### src/rtl/pipe_rca_adder_pkg.sv
`default_nettype none
// ============================================================================
//  Module      : pipe_rca_adder_pkg
//  Description : Shared types and helpers for the pipelined ripple-carry adder.
//  Revision    : 1.0 - initial release
// ============================================================================
package pipe_rca_adder_pkg;

    // Per-stage control record; the data slices live in parallel arrays
    // because their widths follow the top-level WIDTH parameter.
    typedef struct packed {
        logic valid;
        logic carry;
        logic c_msb;
    } stage_ctrl_t;

    function automatic logic signed_ovf(input logic c_msb_in, input logic c_out);
        return c_msb_in ^ c_out;
    endfunction

endpackage
`default_nettype wire

### src/rtl/pipe_rca_adder_rca_chunk.sv
`default_nettype none
// ============================================================================
//  Module      : rca_chunk
//  Description : Combinational CHUNK-bit ripple-carry slice.
//  Revision    : 1.0 - initial release
// ============================================================================
module rca_chunk #(
    parameter int CHUNK = 4
) (
    input  logic [CHUNK-1:0] a,
    input  logic [CHUNK-1:0] b,
    input  logic             cin,
    output logic [CHUNK-1:0] s,
    output logic             cout,
    output logic             c_msb_in
);

    logic w_c;

    always_comb begin
        w_c      = cin;
        c_msb_in = cin;
        s        = '0;
        for (int i = 0; i < CHUNK; i++) begin
            if (i == CHUNK - 1) begin
                c_msb_in = w_c;
            end
            s[i] = a[i] ^ b[i] ^ w_c;
            w_c  = (a[i] & b[i]) | (w_c & (a[i] ^ b[i]));
        end
        cout = w_c;
    end

endmodule
`default_nettype wire

### src/rtl/pipe_rca_adder.sv
`default_nettype none
// ============================================================================
//  Module      : pipe_rca_adder
//  Description : Pipelined ripple-carry adder/subtractor with valid/ready.
//  Revision    : 1.0 - initial release
// ============================================================================
module pipe_rca_adder
    import pipe_rca_adder_pkg::*;
#(
    parameter int WIDTH  = 16,
    parameter int STAGES = 4
) (
    input  logic             clk,
    input  logic             rst_n,
    input  logic             in_valid,
    output logic             in_ready,
    input  logic [WIDTH-1:0] a,
    input  logic [WIDTH-1:0] b,
    input  logic             c_in,
    input  logic             sub,
    output logic             out_valid,
    input  logic             out_ready,
    output logic [WIDTH-1:0] sum,
    output logic             c_out,
    output logic             ovf
);

    localparam int CHUNK = WIDTH / STAGES;
    localparam int LAST  = STAGES - 1;

    if (WIDTH < 2 || (WIDTH % STAGES) != 0) begin : g_bad_params
        $error("pipe_rca_adder: WIDTH must be >= 2 and divisible by STAGES");
    end

    logic             w_adv;
    logic [WIDTH-1:0] w_a_in;
    logic [WIDTH-1:0] w_b_in;
    logic             w_c_in;

    stage_ctrl_t      r_ctrl [STAGES];
    logic [WIDTH-1:0] r_sum  [STAGES];
    logic [WIDTH-1:0] r_a    [STAGES];
    logic [WIDTH-1:0] r_b    [STAGES];

    logic [CHUNK-1:0] w_ca   [STAGES];
    logic [CHUNK-1:0] w_cb   [STAGES];
    logic [CHUNK-1:0] w_s    [STAGES];
    logic             w_cin  [STAGES];
    logic             w_cout [STAGES];
    logic             w_cmsb [STAGES];

    assign w_adv    = !r_ctrl[LAST].valid || out_ready;
    assign in_ready = w_adv;

    // Idle input cycles load zeros so no X enters the pipeline from the bus.
    assign w_a_in = in_valid ? a : '0;
    assign w_b_in = in_valid ? (sub ? ~b : b) : '0;
    assign w_c_in = in_valid & c_in;

    for (genvar k = 0; k < STAGES; k++) begin : g_stage
        if (k == 0) begin : g_first
            assign w_ca[k]  = w_a_in[CHUNK-1:0];
            assign w_cb[k]  = w_b_in[CHUNK-1:0];
            assign w_cin[k] = w_c_in;
        end else begin : g_rest
            assign w_ca[k]  = r_a[k-1][k*CHUNK +: CHUNK];
            assign w_cb[k]  = r_b[k-1][k*CHUNK +: CHUNK];
            assign w_cin[k] = r_ctrl[k-1].carry;
        end

        rca_chunk #(
            .CHUNK (CHUNK)
        ) u_chunk (
            .a        (w_ca[k]),
            .b        (w_cb[k]),
            .cin      (w_cin[k]),
            .s        (w_s[k]),
            .cout     (w_cout[k]),
            .c_msb_in (w_cmsb[k])
        );
    end

    always_ff @(posedge clk) begin
        if (!rst_n) begin
            for (int k = 0; k < STAGES; k++) begin
                r_ctrl[k] <= '0;
                r_sum[k]  <= '0;
                r_a[k]    <= '0;
                r_b[k]    <= '0;
            end
        end else if (w_adv) begin
            r_ctrl[0] <= '{valid: in_valid, carry: w_cout[0], c_msb: w_cmsb[0]};
            r_sum[0]  <= WIDTH'(w_s[0]);
            r_a[0]    <= w_a_in;
            r_b[0]    <= w_b_in;
            // Each later stage fills in its own slice of the partial sum.
            for (int k = 1; k < STAGES; k++) begin
                r_ctrl[k] <= '{valid: r_ctrl[k-1].valid, carry: w_cout[k], c_msb: w_cmsb[k]};
                r_sum[k]  <= r_sum[k-1];
                r_sum[k][k*CHUNK +: CHUNK] <= w_s[k];
                r_a[k]    <= r_a[k-1];
                r_b[k]    <= r_b[k-1];
            end
        end
    end

    assign out_valid = r_ctrl[LAST].valid;
    assign sum       = r_sum[LAST];
    assign c_out     = r_ctrl[LAST].carry;
    assign ovf       = signed_ovf(r_ctrl[LAST].c_msb, r_ctrl[LAST].carry);

endmodule
`default_nettype wire

### config.mk
export PLATFORM = sky130hd
export DESIGN_NAME = pipe_rca_adder
export DESIGN_NICKNAME = d
export VERILOG_FILES = /design/src/rtl/pipe_rca_adder_pkg.sv /design/src/rtl/pipe_rca_adder_rca_chunk.sv /design/src/rtl/pipe_rca_adder.sv
export SDC_FILE = /design/constraint.sdc
export NUM_CORES = 1
export LEC_CHECK = 0
export ABC_AREA = 1
export CAP_MARGIN = 25
export CORE_ASPECT_RATIO = 0.5
export CORE_MARGIN = 2
export CORE_UTILIZATION = 55
export CTS_CLUSTER_SIZE = 8
export DETAILED_ROUTE_END_ITERATION = 10
export PLACE_DENSITY = 0.9
export SYNTH_ARGS = -nofsm -noshare
export SYNTH_HDL_FRONTEND = slang
export SYNTH_SLANG_ARGS = --single-unit
export TNS_END_PERCENT = 5
### constraint.sdc
create_clock -name clk -period 6.1 [get_ports clk]
set_clock_uncertainty 0.05 [all_clocks]
set_input_delay 1.22 -clock clk [delete_from_list [all_inputs] [get_ports clk]]
set_output_delay 1.22 -clock clk [all_outputs]
set_load 0.005 [all_outputs]
==> impl_metrics.json, run 1 <==
{
  "antenna_found_initial": 0,
  "tightest_slew_ns": 0.761,
  "place.gp.congestion": 0.775,
  "vdd_drop_max_mv": 0.139,
  "drc": 0,
  "drtPass1Iterations": 5,
  "htree_num_levels": 3,
  "drive_gt1_share_pct": 5.74,
  "slew_violations": 0,
  "vias": 2528,
  "top_layer_used": "met4",
  "max_stage_delay_ns": 0.77,
  "relSlewSlack_pct": 49.3,
  "holdCritPathClass": "reg -> reg",
  "die_area_um2": 8790,
  "synth_nets": 446,
  "area_delta_synth_final_pct": 20.6,
  "path_common_cell": "fa_1",
  "syn_area_um2": 4410,
  "setup-violations-final": 0,
  "portBuffers": 57,
  "ctsHoldBuffers": 0,
  "timing.hold.ws_ns": 0.493,
  "hold_viol_final": 0,
  "routed_wl_um": 6920,
  "clk_pin_slew_ns": 0.07,
  "power_density_nw_per_um2": 276,
  "crit_path_max_fanout": 21,
  "wl_met3_um": 423,
  "grt_max_degree": 73,
  "finalSetupTns_ns": 0,
  "tritoncts": "yes",
  "syn_inst": 392,
  "min_period_ns": 3.97,
  "critical_path_required_ns": 6.24,
  "post_drt_via_cell_ratio": 4.47,
  "final_common_cell": "inv_1",
  "cts_buffers": 9,
  "period_share_pct": 65.1,
  "crit_path_cell_trace": "clkdlybuf4s50_1 > o21ai_0 > fa_1 > inv_1 > fa_1 > fa_1 > inv_1 > fa_1 > nor2_2",
  "cp_top_family": "adder cells",
  "worstSkewPairLatency_ns": 0.34,
  "ys_seq_area_share_pct": 66.1,
  "max_freq_ghz": 0.252,
  "grt_pass1_vias": 2442,
  "fin_area_um2": 5320,
  "yosysWarnings": 0,
  "grt_usage_pct": 17.7,
  "met1Wirelength_um": 2900,
  "first_iter_violations": 203,
  "wl_met2_um": 3340,
  "cts_resized": 0,
  "path_buf_inv": 3,
  "wl_per_cell_um": 12.2,
  "ant_nets": 0,
  "placed_area_um2": 5010,
  "syn_area_per_cell_um2": 11.2,
  "cp.arrival_ns": 4.11,
  "die_x_um": 131,
  "synth.distinct_cells": 16,
  "core_area_um2": 7890,
  "clk_path_buf_depth": 2,
  "max-cap-violations": 0,
  "power_leakage_nw": 2.29,
  "rows": 23,
  "status": "complete, no violations",
  "nets": 502,
  "n_antenna_cell": 0,
  "worstSetupEndpointType": "flop",
  "dp_hpwl_um": 4560,
  "cts_root_buf": "clkbuf_16",
  "critical_path.startpoint_type": "input pin",
  "grt_overflow": 0,
  "final_cell_mix": "inv_1, edfxtp_1, nor2_1",
  "cts_sinks": 97,
  "synth-seq-cells": 97,
  "rsz0062_at_grt": "no",
  "grt_pass1_wl_um": 11400,
  "slowest_stage": "clkdlybuf4s50_1",
  "ios": 58,
  "start_util_pct": 55.9,
  "cts_setup_buffers": 0,
  "crit_type": "in -> reg",
  "die_h_um": 67.3
}
==> where the power goes <==
group          leakage (nW)  internal [mW]  switching, mW
logic                 0.978         0.0564         0.0618
clock network         0.148          0.322          0.243
registers              1.17          0.772         0.0126
total                  2.29           1.15          0.317
==> final timing paths <==
| kind | slack, ns | end | cells past startpoint | startpoint |
|---|---|---|---|---|
| max | 2.13 | r_sum[0][3] | 9 | sub |
| min | 0.49 | r_sum[2][3] | 2 | r_sum[1][3] |
| max reg2reg | 3.66 | r_sum[2][11] | 8 | r_ctrl[1][1] |
| min reg2reg | 0.49 | r_sum[2][3] | 2 | r_sum[1][3] |
==> tightest hold or removal path, cell delays in order (launching register included) <==
cell,delay [ns]
edfxtp_1,0.32
inv_1,0.04
nor2_1,0.08
==> routing by layer <==
layer / GRT usage [%] / vias up
met5: 0 / -
li1: - / 1277
met3: 5.23 / 22
met2: 29.3 / 84
met4: 8.38 / 0
met1: 22.0 / 1145
==> flip-flops by register name (all words and copies together), names as in the netlist <==
| register | cells |
|---|---|
| r_sum | 40 |
| r_a | 24 |
| r_b | 24 |
| r_ctrl | 9 |
==> synthesized netlist by cell type <==
cell type	count	area, um2
a21oi_1	2	10.0
buf_2	3	15.0
buf_4	1	7.51
buf_6	9	101
edfxtp_1	97	2910
fa_1	16	320
inv_1	112	420
nand2_1	45	169
nand2_2	1	6.26
nand2_4	1	11.3
nand3_1	1	5.00
nand3_4	1	17.5
nor2_1	93	349
nor2_2	7	43.8
o21ai_0	2	10.0
xor2_1	1	8.76
==> layout make-up <==
class	instances	area, um2
flip-flops and latches	97	2910
clock inverters	7	75.1
well taps	112	140
inverters	112	420
repair buffers	58	578
multi-input cells	170	963
fillers	579	2570
clock buffers	9	225
==> per-stage QoR <==
step	std cells	util (%)	setup slack [ns]	total power [mW]
2_1_floorplan	392	-	1.42	0.866
3_3_place_gp	549	63.6	1.96	0.908
3_5_place_dp	549	63.6	1.81	0.916
4_1_cts	565	67.4	2.13	1.48
5_1_grt	565	67.4	2.01	1.52
6_report	565	67.4	2.13	1.47
==> cell families after synthesis <==
kind of cell / Yosys count / share of synthesized area, %
AO/OA/AOI/OAI: 4 / 0.454
flip-flops: 97 / 66.1
buffers and inverters: 125 / 12.3
adder cells (fa/ha/maj): 16 / 7.27
XOR/XNOR: 1 / 0.199
AND/OR/NAND/NOR: 149 / 13.7
Note: power is estimated with default switching activity, not from simulation.
==> run 2, diff against run 1 <==
clock period = 4.2 ns   (was 6.1 ns; I/O delays follow)
==> impl_metrics.json, run 2 (synthesis gave the netlist of run 1 again) <==
{
  "post_drt_via_cell_ratio": 4.40,
  "slew_violations": 0,
  "die_h_um": 67.3,
  "critical_path_required_ns": 4.23,
  "antenna_found_initial": 0,
  "fin_area_um2": 5290,
  "setup-violations-final": 0,
  "dp_hpwl_um": 4660,
  "power_density_nw_per_um2": 384,
  "ant_nets": 0,
  "max_stage_delay_ns": 0.67,
  "routed_wl_um": 6880,
  "placed_area_um2": 5030,
  "crit_path_cell_trace": "clkdlybuf4s50_1 > inv_1 > a21oi_1 > o21ai_0 > fa_1 > inv_1 > fa_1 > fa_1 > inv_1 > fa_1 > nor2_2",
  "relSlewSlack_pct": 50.7,
  "cp.depth": 11,
  "fillers": 552,
  "hold_viol_final": 0,
  "cts_sinks": 97,
  "ios": 58,
  "path_buf_inv": 4,
  "drive_gt1_share_pct": 6.15,
  "portBuffers": 57,
  "holdCritPathClass": "reg -> reg",
  "grt_pass1_vias": 2375,
  "path_common_cell": "fa_1",
  "cp.arrival_ns": 3.27,
  "worstSetupEndpointType": "flop",
  "power_mw": 2.03,
  "tritoncts": "yes",
  "die_area_um2": 8790,
  "regMostFlops": "r_sum",
  "rsz0062_at_grt": "no",
  "cp_top_family": "adder cells",
  "nets": 504,
  "drc": 0,
  "die_x_um": 131,
  "drtPass1Iterations": 4,
  "core_area_um2": 7890,
  "reg_top3": "r_sum (40), r_a (24), r_b (24)",
  "finalSetupTns_ns": 0,
  "critical_path.startpoint_type": "input pin",
  "min_period_ns": 3.24,
  "slowest_stage": "clkdlybuf4s50_1",
  "cts_setup_buffers": 0,
  "max_freq_ghz": 0.308,
  "first_iter_violations": 197,
  "crit_path_max_fanout": 9,
  "crit_type": "in -> reg",
  "status": "complete, no violations",
  "htree_num_levels": 3,
  "cts_root_buf": "clkbuf_16",
  "tightest_slew_ns": 0.738,
  "rows": 23,
  "n_antenna_cell": 0,
  "grt_max_degree": 73,
  "power_leakage_nw": 2.28,
  "largest_reg_flops": 40,
  "hold_depth": 2,
  "start_util_pct": 55.9,
  "place.gp.congestion": 0.764,
  "cts_resized": 0,
  "ctsHoldBuffers": 0,
  "max-cap-violations": 0,
  "reg2reg_depth": 8,
  "grt_overflow": 0,
  "final_common_cell": "inv_1",
  "vdd_drop_max_mv": 0.218,
  "clk_path_buf_depth": 2,
  "area_delta_synth_final_pct": 20.1,
  "vias": 2493,
  "period_share_pct": 77.2,
  "worstSkewPairLatency_ns": 0.34,
  "final_cell_mix": "inv_1, edfxtp_1, nor2_1",
  "grt_pass1_wl_um": 11000,
  "cts_buffers": 9,
  "grt_usage_pct": 17.3,
  "ff2ff_setup_slack_ns": 1.69,
  "clk_pin_slew_ns": 0.06,
  "wl_per_cell_um": 12.1
}
[run 2: tightest hold or removal path: cells and delay by family (launching register included)]
family        cells  cell delay [ns]
simple gates      1             0.08
flops             1             0.32
buf+inv           1             0.03
[run 2: final timing paths]
kind | startpoint | end
max | in_valid | r_sum[0][3]
min | r_sum[1][3] | r_sum[2][3]
max reg2reg | r_b[0][44] | r_sum[3][15]
min reg2reg | r_sum[1][3] | r_sum[2][3]
[run 2: routing by layer]
layer,routed length [um],GRT usage [%]
met5,0,0
met4,202,8.91
met3,443,4.75
met2,3450,29.9
met1,2790,20.4
[run 2: power breakdown]
part | total [mW] | internal [mW] | switching, mW
combinational | 0.173 | 0.0829 | 0.0899
sequential | 1.14 | 1.12 | 0.0180
clock | 0.723 | 0.393 | 0.330
total | 2.03 | 1.60 | 0.438
[run 2: metrics by stage]
stage	worst slack (ns)	hold slack [ns]	std cells	utilization [%]
finish	0.956	0.497	567	67.1
global route	0.827	0.523	567	67.1
CTS	0.971	0.498	567	67.1
detailed placement	0.610	0.482	551	63.8
global placement	0.684	0.472	551	63.8
floorplan	1.17	0.469	392	-
[run 2: area by class of cell]
class | instances | area, um2 | share of cell area [%]
clock buffers | 9 | 225 | 4.26
well taps | 112 | 140 | 2.65
repair buffers | 60 | 593 | 11.2
inverters | 112 | 420 | 7.94
flip-flops and latches | 97 | 2910 | 55.0
multi-input cells | 170 | 963 | 18.2
clock inverters | 7 | 37.5 | 0.709
